===== src/rtl/mio_bus_ctrl.sv =====
// mio_bus_ctrl: memory-mapped I/O bus controller between the CPU data port and
// NSLV peripheral slots. It decodes the region field of the address, runs one
// request/ready handshake at a time, and returns registered read data with an ack pulse.
// Unmapped addresses complete with cpu_err set.
// Optional macro BUS_TIMEOUT_EN adds an ACCESS watchdog that aborts after TIMEOUT_CYC
// cycles without ready.
module mio_bus_ctrl #(
  parameter int unsigned         NSLV        = 4,
  parameter int unsigned         AW          = 32,
  parameter int unsigned         DW          = 32,
  parameter int unsigned         RW          = 4,
  parameter logic [NSLV*RW-1:0]  SLV_REGION  = {4'hf, 4'he, 4'hd, 4'h0},
  parameter int unsigned         TIMEOUT_CYC = 16
) (
  input  logic               i_clk,
  input  logic               i_rst,
  input  logic               i_cpu_req,
  input  logic               i_cpu_we,
  input  logic [AW-1:0]      i_cpu_addr,
  input  logic [DW-1:0]      i_cpu_wdata,
  output logic [DW-1:0]      o_cpu_rdata,
  output logic               o_cpu_ack,
  output logic               o_cpu_err,
  output logic               o_cpu_busy,
  output logic [NSLV-1:0]    o_slv_sel,
  output logic               o_slv_we,
  output logic [AW-1:0]      o_slv_addr,
  output logic [DW-1:0]      o_slv_wdata,
  input  logic [NSLV*DW-1:0] i_slv_rdata,
  input  logic [NSLV-1:0]    i_slv_rdy
);

  if (NSLV < 1 || NSLV > 8 || TIMEOUT_CYC < 1) begin : g_param_err
    $error("mio_bus_ctrl: NSLV must be 1..8 and TIMEOUT_CYC at least 1");
  end

  typedef enum logic [1:0] {StIdle, StAccess, StResp} state_t;

  state_t            r_state, w_state_d;
  logic [DW-1:0]     r_rdata, w_rdata_d;
  logic              r_ack, w_ack_d;
  logic              r_err, w_err_d;
  logic              r_busy, w_busy_d;
  logic [NSLV-1:0]   r_sel, w_sel_d;
  logic              r_we, w_we_d;
  logic [AW-1:0]     r_addr, w_addr_d;
  logic [DW-1:0]     r_wdata, w_wdata_d;
  // Outcome of the transaction, presented on cpu_err during the ack cycle
  logic              r_err_flag, w_err_flag_d;

  logic              w_hit;
  logic [NSLV-1:0]   w_hit_oh;
  logic              w_sel_rdy;
  logic [DW-1:0]     w_sel_rdata;

`ifdef BUS_TIMEOUT_EN
  localparam int unsigned TmoW = $clog2(TIMEOUT_CYC + 1);
  logic [TmoW-1:0] r_tmo, w_tmo_d;
`endif

  // Region decode; scanning from the top down lets the lowest matching slot win
  always_comb begin
    w_hit    = 1'b0;
    w_hit_oh = '0;
    for (int i = NSLV - 1; i >= 0; i--) begin
      if (i_cpu_addr[AW-1 -: RW] == SLV_REGION[i*RW +: RW]) begin
        w_hit       = 1'b1;
        w_hit_oh    = '0;
        w_hit_oh[i] = 1'b1;
      end
    end
  end

  // Ready and read data of the selected slot only; other slots are masked off
  always_comb begin
    w_sel_rdy   = |(i_slv_rdy & r_sel);
    w_sel_rdata = '0;
    for (int i = 0; i < NSLV; i++) begin
      if (r_sel[i]) w_sel_rdata = w_sel_rdata | i_slv_rdata[i*DW +: DW];
    end
  end

  // Next-state and next registered-output logic
  always_comb begin
    w_state_d    = r_state;
    w_rdata_d    = r_rdata;
    w_ack_d      = 1'b0;
    w_err_d      = 1'b0;
    w_sel_d      = r_sel;
    w_we_d       = r_we;
    w_addr_d     = r_addr;
    w_wdata_d    = r_wdata;
    w_err_flag_d = r_err_flag;
`ifdef BUS_TIMEOUT_EN
    w_tmo_d      = r_tmo;
`endif
    unique case (r_state)
      StIdle: begin
        if (i_cpu_req) begin
          w_addr_d  = i_cpu_addr;
          w_we_d    = i_cpu_we;
          w_wdata_d = i_cpu_wdata;
          if (w_hit) begin
            w_sel_d      = w_hit_oh;
            w_err_flag_d = 1'b0;
            w_state_d    = StAccess;
`ifdef BUS_TIMEOUT_EN
            w_tmo_d      = TmoW'(TIMEOUT_CYC);
`endif
          end else begin
            w_rdata_d    = '0;
            w_err_flag_d = 1'b1;
            w_state_d    = StResp;
          end
        end
      end
      StAccess: begin
        if (w_sel_rdy) begin
          // Ready wins even when the watchdog expires in the same cycle
          w_rdata_d    = r_we ? '0 : w_sel_rdata;
          w_sel_d      = '0;
          w_we_d       = 1'b0;
          w_err_flag_d = 1'b0;
          w_state_d    = StResp;
        end
`ifdef BUS_TIMEOUT_EN
        else if (r_tmo == '0) begin
          w_rdata_d    = '0;
          w_sel_d      = '0;
          w_we_d       = 1'b0;
          w_err_flag_d = 1'b1;
          w_state_d    = StResp;
        end else begin
          w_tmo_d = r_tmo - 1'b1;
        end
`endif
      end
      StResp: begin
        w_ack_d   = 1'b1;
        w_err_d   = r_err_flag;
        w_state_d = StIdle;
      end
      default: w_state_d = StIdle;
    endcase
    w_busy_d = (w_state_d != StIdle);
  end

  // State and output registers; reset abandons any transaction without an ack
  always_ff @(posedge i_clk or posedge i_rst) begin
    if (i_rst) begin
      r_state    <= StIdle;
      r_rdata    <= '0;
      r_ack      <= 1'b0;
      r_err      <= 1'b0;
      r_busy     <= 1'b0;
      r_sel      <= '0;
      r_we       <= 1'b0;
      r_addr     <= '0;
      r_wdata    <= '0;
      r_err_flag <= 1'b0;
`ifdef BUS_TIMEOUT_EN
      r_tmo      <= '0;
`endif
    end else begin
      r_state    <= w_state_d;
      r_rdata    <= w_rdata_d;
      r_ack      <= w_ack_d;
      r_err      <= w_err_d;
      r_busy     <= w_busy_d;
      r_sel      <= w_sel_d;
      r_we       <= w_we_d;
      r_addr     <= w_addr_d;
      r_wdata    <= w_wdata_d;
      r_err_flag <= w_err_flag_d;
`ifdef BUS_TIMEOUT_EN
      r_tmo      <= w_tmo_d;
`endif
    end
  end

  assign o_cpu_rdata = r_rdata;
  assign o_cpu_ack   = r_ack;
  assign o_cpu_err   = r_err;
  assign o_cpu_busy  = r_busy;
  assign o_slv_sel   = r_sel;
  assign o_slv_we    = r_we;
  assign o_slv_addr  = r_addr;
  assign o_slv_wdata = r_wdata;

endmodule


===== config.mk =====
export PLATFORM = sky130hd
export DESIGN_NAME = mio_bus_ctrl
export DESIGN_NICKNAME = d
export VERILOG_FILES = /design/src/rtl/mio_bus_ctrl.sv
export SDC_FILE = /design/constraint.sdc
export NUM_CORES = 1
export LEC_CHECK = 0
export CORE_ASPECT_RATIO = 0.9
export CORE_MARGIN = 3
export CORE_UTILIZATION = 40
export DETAILED_ROUTE_END_ITERATION = 8
export GPL_ROUTABILITY_DRIVEN = 0
export PLACE_DENSITY = 0.94
export REMOVE_ABC_BUFFERS = 1
export SYNTH_ARGS = -nofsm -noshare
export SYNTH_HDL_FRONTEND = slang
export SYNTH_SLANG_ARGS = --single-unit

===== constraint.sdc =====
create_clock -name i_clk -period 8.6 [get_ports i_clk]
set_input_delay 1.72 -clock i_clk [delete_from_list [all_inputs] [get_ports i_clk]]
set_output_delay 1.72 -clock i_clk [all_outputs]
set_load 0.02 [all_outputs]

# ---- After elaboration in Yosys (flattened, before gate mapping)
# Cells that the tools add are included.
dict set report totals {
  regBits 107
  in_bits 200
  output_inout_bits 104
}
dict set report op_classes {
  eq_ne 9
  n_mux 33
  bitwise 4
  n_reduce_logical 9
}
# operator n
set ops {}
lappend ops {{2-to-1 mux 32 bit} 8}
lappend ops {{OR 32 bit} 3}
lappend ops {{one-hot mux 32 bit (2 select lines)} 1}
lappend ops {{2-to-1 mux 4 bit} 7}
lappend ops {{== test 4 bit, second input constant} 3}
lappend ops {{2-to-1 mux 1 bit} 10}
lappend ops {{inequality test 2 bit, second input constant} 4}
lappend ops {{one-hot mux 4 bit (2 select lines)} 1}
lappend ops {{AND reduction 4 bit} 2}
lappend ops {{2-to-1 mux 2 bit} 3}
lappend ops {{AND 4 bit} 1}
lappend ops {{zero test 4 bit} 1}
lappend ops {{one-hot mux 1 bit (2 select lines)} 2}
lappend ops {{one-hot mux 2 bit (2 select lines)} 1}
lappend ops {{nonzero test 2 bit} 2}
lappend ops {{OR reduction 4 bit} 1}
lappend ops {{AND reduction 3 bit} 1}
lappend ops {{== test 2 x 1 -> 1 bit, second input constant} 1}
lappend ops {{== test 2 bit, second input constant} 1}
lappend ops {{zero test 2 bit} 1}
lappend ops {{AND reduction 2 bit} 1}

# ---- Logic depth before layout (Yosys ltp)
# Gate-level depths: netlist of the first run.
dict set report depth {
  word_depth 10
  depth_mapped 7
  mapped_depth_nobuf 4
}

# ---- Worst setup path before layout of the first run
# Ideal clock, no wire load.
dict set report synth_timing {
  path_type {input to register}
  from {input i_cpu_addr[29]}
  to {register r_rdata[0] (netlist: o_cpu_rdata[0])}
  setup_time_ps 125
  arrival_time_ps 2961
  required_ps 8475
  slack_ps 5513
  path_stages 6
  path_buffers 2
  cell_sequence {or4_4 -> nand3_2 -> nand2b_1 -> buf_6 -> buf_12 -> mux2_4}
}
dict set report synth_between {
  elab_chain_len 7
}
# element line
set synth_rtl {}
lappend synth_rtl {{start: declaration} 19} ;# input logic [AW-1:0] i_cpu_addr,
lappend synth_rtl {{== test 4 bit} 66} ;# if (i_cpu_addr[AW-1 -: RW] == SLV_REGION[i*RW +: RW]) begin
lappend synth_rtl {{2-to-1 mux 1 bit (3 in a row)} 66}
lappend synth_rtl {{2-to-1 mux 1 bit (*)} 66}
lappend synth_rtl {{inequality test 2 bit (no source line) (*)} n/a}
lappend synth_rtl {{AND reduction 4 bit (no source line) (*)} n/a}
lappend synth_rtl {{end signal: assignment} 166} ;# r_rdata <= w_rdata_d;
lappend synth_rtl {{end: declaration} 40} ;# logic [DW-1:0] r_rdata, w_rdata_d;
# Every way passes the cells marked *; elsewhere a longest branch is shown, timed or not.
# A chain may end at the register's enable or synchronous reset.

# ---- Final worst setup path of the first run
dict set report layout_timing {
  from {input i_cpu_req}
  to {register r_rdata[16] (netlist: o_cpu_rdata[16])}
}
dict set report layout_between {
  elab_chain_len 2
}
# element line
set layout_rtl {}
lappend layout_rtl {{start: declaration} 17} ;# input logic i_cpu_req,
lappend layout_rtl {{inequality test 2 bit (no source line)} n/a}
lappend layout_rtl {{AND reduction 4 bit (no source line)} n/a}
# No other way between the ends.

==> impl_metrics.py, run 1 <==
metrics = {
    "sta": {
        "relSlewSlack": 0.257,
        "hold_viol_final": 0,
        "slew_viol_final": 0,
        "fin_skew_ns": 0.00838,
        "fmax_mhz": 232,
        "min_period_over_period": 0.501,
        "rsz0062_at_grt": "no",
        "setup-violations-final": 0,
        "tns_ns": 0,
        "holdWs_ns": 0.502,
        "worst_pin_slew_ns": 1.11,
        "finalCriticalPeriod_ns": 4.31,
    },
    "hold_path": {
        "min_delay_worst_endpoint": "o_cpu_err",
        "holdCritStartpoint": "r_err_flag",
        "hp-class": "register to register",
        "holdPathStages": 1,
    },
    "cts": {
        "clk_path_buf_depth": 2,
        "cts_root_buf": "clkbuf_16",
        "cts_tree": "done",
        "clkTransAtPathRegs_ns": 0.07,
        "clock_latency_ns": 0.34,
        "cts.sinks": 107,
        "cts_setup_buffers": 0,
        "numCtsBuffers": 9,
        "htreeDepth": 3,
        "holdBufCountCts": 0,
        "cts_resized": 0,
    },
    "floorplanning": {
        "die-height_um": 111,
        "coreArea_um2": 11800,
        "die_area_um2": 13700,
        "dieWidth_um": 123,
        "core.rowCount": 37,
        "io_pins": 304,
        "start_util": 0.420,
    },
    "drt": {
        "first_pass_iters": 5,
        "routed_wl_mm": 16.4,
        "ant_nets": 0,
        "drc": 0,
        "post_drt_wl_per_cell_um": 20.1,
        "drtIter0Drc": 272,
        "vias_per_cell": 5.41,
        "vias": 4406,
    },
    "critical_path": {
        "crit_fanout": 70,
        "end_kind": "register",
        "r2r_start": "r_state[0]",
        "r2r_cells": 5,
        "slowest_stage": "nand2b_2",
        "critPathMaxStageDelay_ns": 0.83,
        "start_kind": "primary input",
        "r2r_slack_ns": 5.69,
        "r2r_end": "o_cpu_rdata[16]",
        "worstPathCellList": "clkdlybuf4s50_1 > nor3b_4 > buf_4 > nand3_2 > nand2b_2 > mux2_2",
        "arrival_ns": 4.53,
        "worstSetupPathType": "primary input to register",
        "crit_buf_inv": 2,
        "critPathTopFamily": "buffers and inverters",
        "cp.required_ns": 8.82,
    },
    "synth": {
        "avgSynthCellArea_um2": 13.5,
        "synth_area_um2": 4940,
        "synth.distinct_cells": 28,
        "ys.flop_type": "dfrtp_1",
        "yosys_warnings": 0,
        "yosysTopAreaCell": "dfrtp_1",
        "synth_edf_count": 0,
        "synth_area_leaders": "dfrtp_1 54%, mux2_2 16%, a22oi_1 10%",
        "syn_inst": 366,
        "synth_common_cells": "107 x dfrtp_1, 70 x mux2_2, 66 x a22oi_1, 34 x a21oi_1, 29 x mux2_4",
        "yosysMostFrequentCell": "dfrtp_1",
        "yosys_register_bits": 107,
        "yosysTopAreaCellShare": 0.542,
        "seq_area_frac_synth": 0.542,
        "synthArstFlopShare": 1.00,
    },
    "placed_design": {
        "dp_hpwl_mm": 12.5,
        "numPortBuffers": 303,
    },
    "status": {
        "status": "finished, final reports clean",
    },
    "grt": {
        "gr-total-overflow": 0,
        "grt_pass1_wl_mm": 25.3,
        "grt.total_usage": 0.235,
        "antenna_found_initial": 0,
        "grt_pass1_vias": 4780,
        "grt_max_degree": 71,
    },
    "finish": {
        "area_delta_synth_final_pct": 68.2,
        "nets": 855,
        "nFillCells": 842,
        "diodes": 0,
        "drive_above_1_share": 0.194,
        "utilization": 0.707,
    },
    "job": {
        "cap_viol_max_count": 0,
    },
    "power": {
        "power.leakage_nw": 3.30,
        "max-vdd-ir-drop_uv": 233,
        "power_density_nw_per_um2": 294,
    },
}
[worst reg2reg max path: cells and delay by family, from the launching register on]
kind          cells  cell delay (ns)
mux               1             0.44
simple gates      3             1.21
flops             1             0.45
buf+inv           1             0.70
[flip-flops by register name, indices dropped and copies added, names as in the netlist]
register,flops
o_cpu_ack,1
o_cpu_busy,1
o_cpu_err,1
o_cpu_rdata,32
o_slv_addr,32
o_slv_sel,4
o_slv_wdata,32
o_slv_we,1
r_err_flag,1
r_state,2
[routing by layer]
metal,vias to the layer above,wire (um),track usage
li1,1949,-,-
met1,2187,5950,0.274
met2,228,8910,0.429
met3,42,1110,0.0457
met4,0,435,0.0738
met5,-,0,0
[power by group]
group          switching [mW]  total [mW]  internal [mW]
logic                   0.609        1.26          0.651
registers               0.106       0.801          0.695
clock network           0.182       0.380          0.198
total                   0.897        2.44           1.54
[cell usage in the layout (no fill, tap or decap)]
master	instances
mux2_4	29
inv_1	1
nor3b_1	2
nand2_1	4
clkdlybuf4s50_1	303
nor3b_4	1
and2b_2	1
dfrtp_1	107
or4_4	1
inv_6	3
nand3_2	1
nand3_1	2
or2_2	1
or2b_2	1
mux2_2	70
inv_4	1
and2_1	1
clkinvlp_4	3
o21ai_0	3
mux2i_1	1
clkbuf_16	9
and3_1	1
nand2b_2	1
buf_4	6
o211ai_1	1
nand2b_1	2
a21oi_1	34
nor2b_1	1
nor2_1	2
a22oi_1	66
[layout make-up]
cell class | count | area [um^2] | area share
clock inverter | 6 | 48.8 | 0.00587
tap | 156 | 195 | 0.0235
sequential | 107 | 2680 | 0.322
multi-input combinational | 226 | 2070 | 0.250
clock buffer | 9 | 225 | 0.0271
timing repair buffer | 309 | 3080 | 0.370
inverter | 2 | 10.0 | 0.00120
[kinds of logic (layout without fill, tap and decap cells)]
kind of cell           Yosys count  after routing  synth area share
buffers and inverters           33            326            0.0398
AOI/OAI and AO/OA              104            104             0.139
muxes                          100            100             0.250
and+or+nand+nor                 22             22            0.0289
DFF                            107            107             0.542
[worst max path at each step]
stage | start | to | slack (ns) | cells past startpoint
finish | i_cpu_req | o_cpu_rdata[16] | 4.29 | 6
global route | i_cpu_req | o_cpu_rdata[16] | 4.11 | 6
CTS | i_cpu_req | o_cpu_rdata[16] | 4.28 | 6
detailed placement | i_cpu_req | o_cpu_rdata[16] | 3.89 | 6
global placement | i_cpu_req | o_cpu_rdata[18] | 4.08 | 6
floorplan | i_cpu_req | o_cpu_rdata[16] | 2.30 | 4
[stage by stage]
step / cells / worst slack, ns / total power, mW / cell area (um^2)
6_report: 815 / 4.29 / 2.44 / 8310
5_1_grt: 815 / 4.11 / 2.57 / 8310
4_1_cts: 815 / 4.28 / 2.46 / 8310
3_5_place_dp: 800 / 3.89 / 2.08 / 8030
3_3_place_gp: 800 / 4.08 / 2.02 / 8030
2_1_floorplan: 335 / 2.30 / 1.46 / 4750
Note: power is estimated with default switching activity, not from simulation.
==> run 2, diff against run 1 <==
--- a/config.mk
+++ b/config.mk
@@ -7,10 +7,10 @@
 export LEC_CHECK = 0
 export CORE_ASPECT_RATIO = 0.9
 export CORE_MARGIN = 3
-export CORE_UTILIZATION = 40
+export CORE_UTILIZATION = 34
 export DETAILED_ROUTE_END_ITERATION = 8
 export GPL_ROUTABILITY_DRIVEN = 0
-export PLACE_DENSITY = 0.94
+export PLACE_DENSITY = 0.86
 export REMOVE_ABC_BUFFERS = 1
 export SYNTH_ARGS = -nofsm -noshare
 export SYNTH_HDL_FRONTEND = slang
==> constraint.sdc (replaced) <==
create_clock -name i_clk -period 3.8 [get_ports i_clk]
set_input_delay 0.76 -clock i_clk [delete_from_list [all_inputs] [get_ports i_clk]]
set_output_delay 0.76 -clock i_clk [all_outputs]
set_load 0.02 [all_outputs]
==> impl_metrics.py, run 2 (synthesis gave the netlist of run 1 again) <==
metrics = {
    "status": {
        "status": "finished, final reports clean",
    },
    "critical_path": {
        "r2r_slack_ns": 1.53,
        "end_kind": "output port",
        "arrival_ns": 1.80,
        "r2r_cells": 5,
        "crit_buf_inv": 2,
        "start_kind": "register",
        "critPathMaxStageDelay_ns": 0.68,
        "worstSetupPathType": "register to output port",
        "crit_fanout": 33,
        "cp.required_ns": 3.04,
        "r2r_end": "o_cpu_rdata[18]",
        "worstPathCellList": "buf_4 > clkdlybuf4s50_1",
        "r2r_start": "r_state[0]",
        "slowest_stage": "clkdlybuf4s50_1",
        "critPathTopFamily": "buffers and inverters",
        "startpoint": "o_slv_sel[1]",
    },
    "sta": {
        "holdWs_ns": 0.507,
        "relSlewSlack": 0.554,
        "min_period_over_period": 0.673,
        "fmax_mhz": 391,
        "fin_skew_ns": 0.00796,
        "hold_viol_final": 0,
        "finalCriticalPeriod_ns": 2.56,
        "setup-violations-final": 0,
        "worst_pin_slew_ns": 0.668,
        "slew_viol_final": 0,
        "tns_ns": 0,
        "rsz0062_at_grt": "no",
    },
    "drt": {
        "vias": 4353,
        "first_pass_iters": 5,
        "ant_nets": 0,
        "vias_per_cell": 5.09,
        "drtIter0Drc": 291,
        "drc": 0,
        "routed_wl_mm": 16.6,
        "post_drt_wl_per_cell_um": 19.4,
    },
    "floorplanning": {
        "die-height_um": 120,
        "coreArea_um2": 14100,
        "core.rowCount": 41,
        "die_area_um2": 16000,
        "dieWidth_um": 133,
        "start_util": 0.350,
        "io_pins": 304,
    },
    "hold_path": {
        "holdCritStartpoint": "r_err_flag",
        "holdPathStages": 1,
        "min_delay_worst_endpoint": "o_cpu_err",
        "hp-class": "register to register",
    },
    "finish": {
        "fin_area_um2": 8400,
        "layout_commonest_cell": "clkdlybuf4s50_1",
        "drive_above_1_share": 0.195,
        "utilization": 0.595,
        "area_delta_synth_final_pct": 70.1,
        "nets": 856,
        "final_cell_mix": "303 x clkdlybuf4s50_1, 107 x dfrtp_1, 70 x mux2_2",
    },
    "grt": {
        "grt_pass1_vias": 4774,
        "grt_max_degree": 108,
        "grt_pass1_wl_mm": 25.8,
        "antenna_found_initial": 2,
        "gr-total-overflow": 0,
        "grt.total_usage": 0.204,
    },
    "placed_design": {
        "numPortBuffers": 303,
        "place_area_um2": 8110,
        "dp_hpwl_mm": 12.4,
    },
    "power": {
        "power.total_mw": 5.57,
        "power_density_nw_per_um2": 663,
        "power.leakage_nw": 3.33,
        "max-vdd-ir-drop_uv": 528,
    },
    "cts": {
        "cts_resized": 0,
        "holdBufCountCts": 0,
        "cts.sinks": 107,
        "clkTransAtPathRegs_ns": 0.07,
        "htreeDepth": 3,
        "cts_setup_buffers": 0,
        "cts_root_buf": "clkbuf_16",
        "clock_latency_ns": 0.35,
        "cts_tree": "done",
        "clk_path_buf_depth": 2,
        "numCtsBuffers": 9,
    },
    "job": {
        "cap_viol_max_count": 0,
    },
}
run 2: cell types whose count changed in the layout (fill, tap and decap cells not counted), sizes merged:
cell and change:
clkinvlp -3, diode +2, inv +2, buf +1, clkinv +1
run 2: stage by stage:
stage          setup WS, ns  cells
2_1_floorplan         -1.54    335
3_3_place_gp           1.05    838
3_5_place_dp          0.967    838
4_1_cts                1.22    853
5_1_grt                1.18    855
6_report               1.24    855
run 2: power breakdown:
part           switching [mW]  total [mW]  internal [mW]  leakage, nW
Clock                   0.446       0.903          0.457        0.139
Combinational            1.34        2.82           1.48         1.85
Sequential              0.272        1.85           1.57         1.34
run 2: how the worst max path moves through the flow:
| stage | end | slack (ns) | cells after the start |
|---|---|---|---|
| final | o_slv_sel[1] | 1.24 | 2 |
| after global routing | o_slv_sel[1] | 1.18 | 2 |
| after CTS | o_slv_sel[1] | 1.22 | 2 |
| after detailed placement | o_cpu_rdata[24] | 0.97 | 6 |
| after global placement | o_cpu_rdata[0] | 1.05 | 6 |
| after floorplan | o_cpu_rdata[16] | -1.54 | 4 |
run 2: area by class of cell:
| class | instances | area [um^2] |
|---|---|---|
| fillers | 1109 | 5710 |
| repair buffers | 310 | 3110 |
| flip-flops and latches | 107 | 2680 |
| multi-input cells | 226 | 2070 |
| well taps | 193 | 241 |
| clock buffers | 9 | 225 |
| clock inverters | 6 | 55.1 |
| inverters | 2 | 10.0 |
| diodes | 2 | 5.00 |
run 2: per-layer routing:
layer	routed length (um)	vias up	track usage
met4	450	0	0.0844
met1	6210	2133	0.232
li1	-	1949	-
met3	1760	32	0.0865
met2	8170	239	0.338
met5	0	-	0
==> run 3, diff against run 2 <==
--- a/config.mk
+++ b/config.mk
@@ -7,10 +7,10 @@
 export LEC_CHECK = 0
 export CORE_ASPECT_RATIO = 0.9
 export CORE_MARGIN = 3
-export CORE_UTILIZATION = 34
+export CORE_UTILIZATION = 37
 export DETAILED_ROUTE_END_ITERATION = 8
 export GPL_ROUTABILITY_DRIVEN = 0
-export PLACE_DENSITY = 0.86
+export PLACE_DENSITY = 0.88
 export REMOVE_ABC_BUFFERS = 1
 export SYNTH_ARGS = -nofsm -noshare
 export SYNTH_HDL_FRONTEND = slang
==> constraint.sdc (replaced) <==
create_clock -name i_clk -period 2.6 [get_ports i_clk]
set_input_delay 0.52 -clock i_clk [delete_from_list [all_inputs] [get_ports i_clk]]
set_output_delay 0.52 -clock i_clk [all_outputs]
set_load 0.02 [all_outputs]
==> impl_metrics.py, run 3 (synthesis gave the netlist of run 1 again) <==
metrics = {
    "cts": {
        "cts_tree": "done",
        "cts_root_buf": "clkbuf_16",
        "numCtsBuffers": 9,
        "cts_setup_buffers": 0,
        "cts.sinks": 107,
        "cts_resized": 0,
        "clock_latency_ns": 0.34,
        "htreeDepth": 3,
        "clkTransAtPathRegs_ns": 0.07,
        "holdBufCountCts": 0,
        "clk_path_buf_depth": 2,
    },
    "finish": {
        "layout_commonest_cell": "clkdlybuf4s50_1",
        "drive_above_1_share": 0.198,
        "final_cell_mix": "303 x clkdlybuf4s50_1, 107 x dfrtp_1, 70 x mux2_2",
        "nets": 858,
        "area_delta_synth_final_pct": 69.9,
        "nFillCells": 975,
        "stdcell_count": 827,
        "diodes": 0,
    },
    "critical_path": {
        "worstPathCellList": "buf_4 > clkdlybuf4s50_1",
        "arrival_ns": 1.77,
        "crit_buf_inv": 2,
        "worst-path-stages": 2,
        "worstSetupPathType": "register to output port",
        "cp.required_ns": 2.08,
        "critPathTopFamily": "buffers and inverters",
        "slowest_stage": "clkdlybuf4s50_1",
        "crit_fanout": 33,
        "critPathMaxStageDelay_ns": 0.68,
        "start_kind": "register",
        "r2r_cells": 5,
        "end_kind": "output port",
    },
    "grt": {
        "grt.total_usage": 0.210,
        "grt_pass1_wl_mm": 24.4,
        "antenna_found_initial": 0,
        "gr-total-overflow": 0,
        "grt_max_degree": 70,
        "grt_pass1_vias": 4606,
    },
    "drt": {
        "post_drt_wl_per_cell_um": 19.4,
        "first_pass_iters": 4,
        "vias_per_cell": 5.18,
        "drtIter0Drc": 219,
        "drc": 0,
        "ant_nets": 0,
        "vias": 4286,
        "routed_wl_mm": 16.1,
    },
    "status": {
        "status": "finished, final reports clean",
    },
    "sta": {
        "min_period_over_period": 0.881,
        "setup-violations-final": 0,
        "hold_viol_final": 0,
        "fmax_mhz": 436,
        "tns_ns": 0,
        "fin_skew_ns": 0.00987,
        "relSlewSlack": 0.566,
        "worst_pin_slew_ns": 0.650,
        "finalCriticalPeriod_ns": 2.29,
        "rsz0062_at_grt": "no",
        "slew_viol_final": 0,
    },
    "floorplanning": {
        "core.rowCount": 39,
        "die-height_um": 116,
        "die_area_um2": 14800,
        "start_util": 0.383,
        "coreArea_um2": 12900,
        "dieWidth_um": 128,
        "io_pins": 304,
    },
    "power": {
        "power.leakage_nw": 3.34,
        "power_density_nw_per_um2": 967,
        "max-vdd-ir-drop_uv": 665,
    },
    "placed_design": {
        "dp.cells": 811,
        "numPortBuffers": 303,
        "dp_hpwl_mm": 12.5,
    },
    "hold_path": {
        "hp-class": "register to register",
        "holdPathStages": 1,
    },
    "job": {
        "cap_viol_max_count": 0,
    },
}
[run 3: per-stage QoR]
step	total power, mW	hold slack [ns]	utilization	setup slack, ns	area (um^2)
final	8.11	0.506	0.651	0.309	8390
after global routing	8.55	0.524	0.651	0.255	8390
after CTS	8.20	0.511	0.651	0.303	8390
after detailed placement	6.87	0.492	0.629	0.150	8100
after global placement	6.72	0.488	0.629	0.199	8100
after floorplan	4.82	0.452	-	-2.50	4750
[run 3: cell type report]
cell class | count | area, um^2 | share of cell area
clock buffer | 10 | 229 | 0.0273
clock inverter | 6 | 56.3 | 0.00671
inverter | 2 | 10.0 | 0.00119
multi-input combinational | 226 | 2070 | 0.247
sequential | 107 | 2680 | 0.319
tap | 164 | 205 | 0.0245
timing repair buffer | 312 | 3140 | 0.374
[run 3: report_power, final]
part | internal (mW) | total (mW) | switching (mW) | leakage [nW]
Combinational | 2.18 | 4.16 | 1.98 | 1.87
Clock | 0.671 | 1.29 | 0.619 | 0.137
Sequential | 2.30 | 2.66 | 0.364 | 1.34
[run 3: final timing paths]
path | from | endpoint | slack (ns)
setup / recovery | o_slv_sel[0] | o_slv_sel[0] | 0.31
hold / removal | o_slv_addr[25] | o_slv_addr[25] | 0.51
setup reg to reg | r_state[0] | o_cpu_rdata[16] | 0.58
hold reg to reg | o_slv_addr[25] | o_slv_addr[25] | 0.51
max in group asynchronous | i_rst | o_cpu_busy | 1.30
min in group asynchronous | i_rst | o_slv_wdata[18] | 0.57
[run 3: per-layer routing]
layer / part of all wire / track usage
met5: 0 / 0
met4: 0.028 / 0.0736
met3: 0.068 / 0.0498
met2: 0.52 / 0.371
met1: 0.38 / 0.253
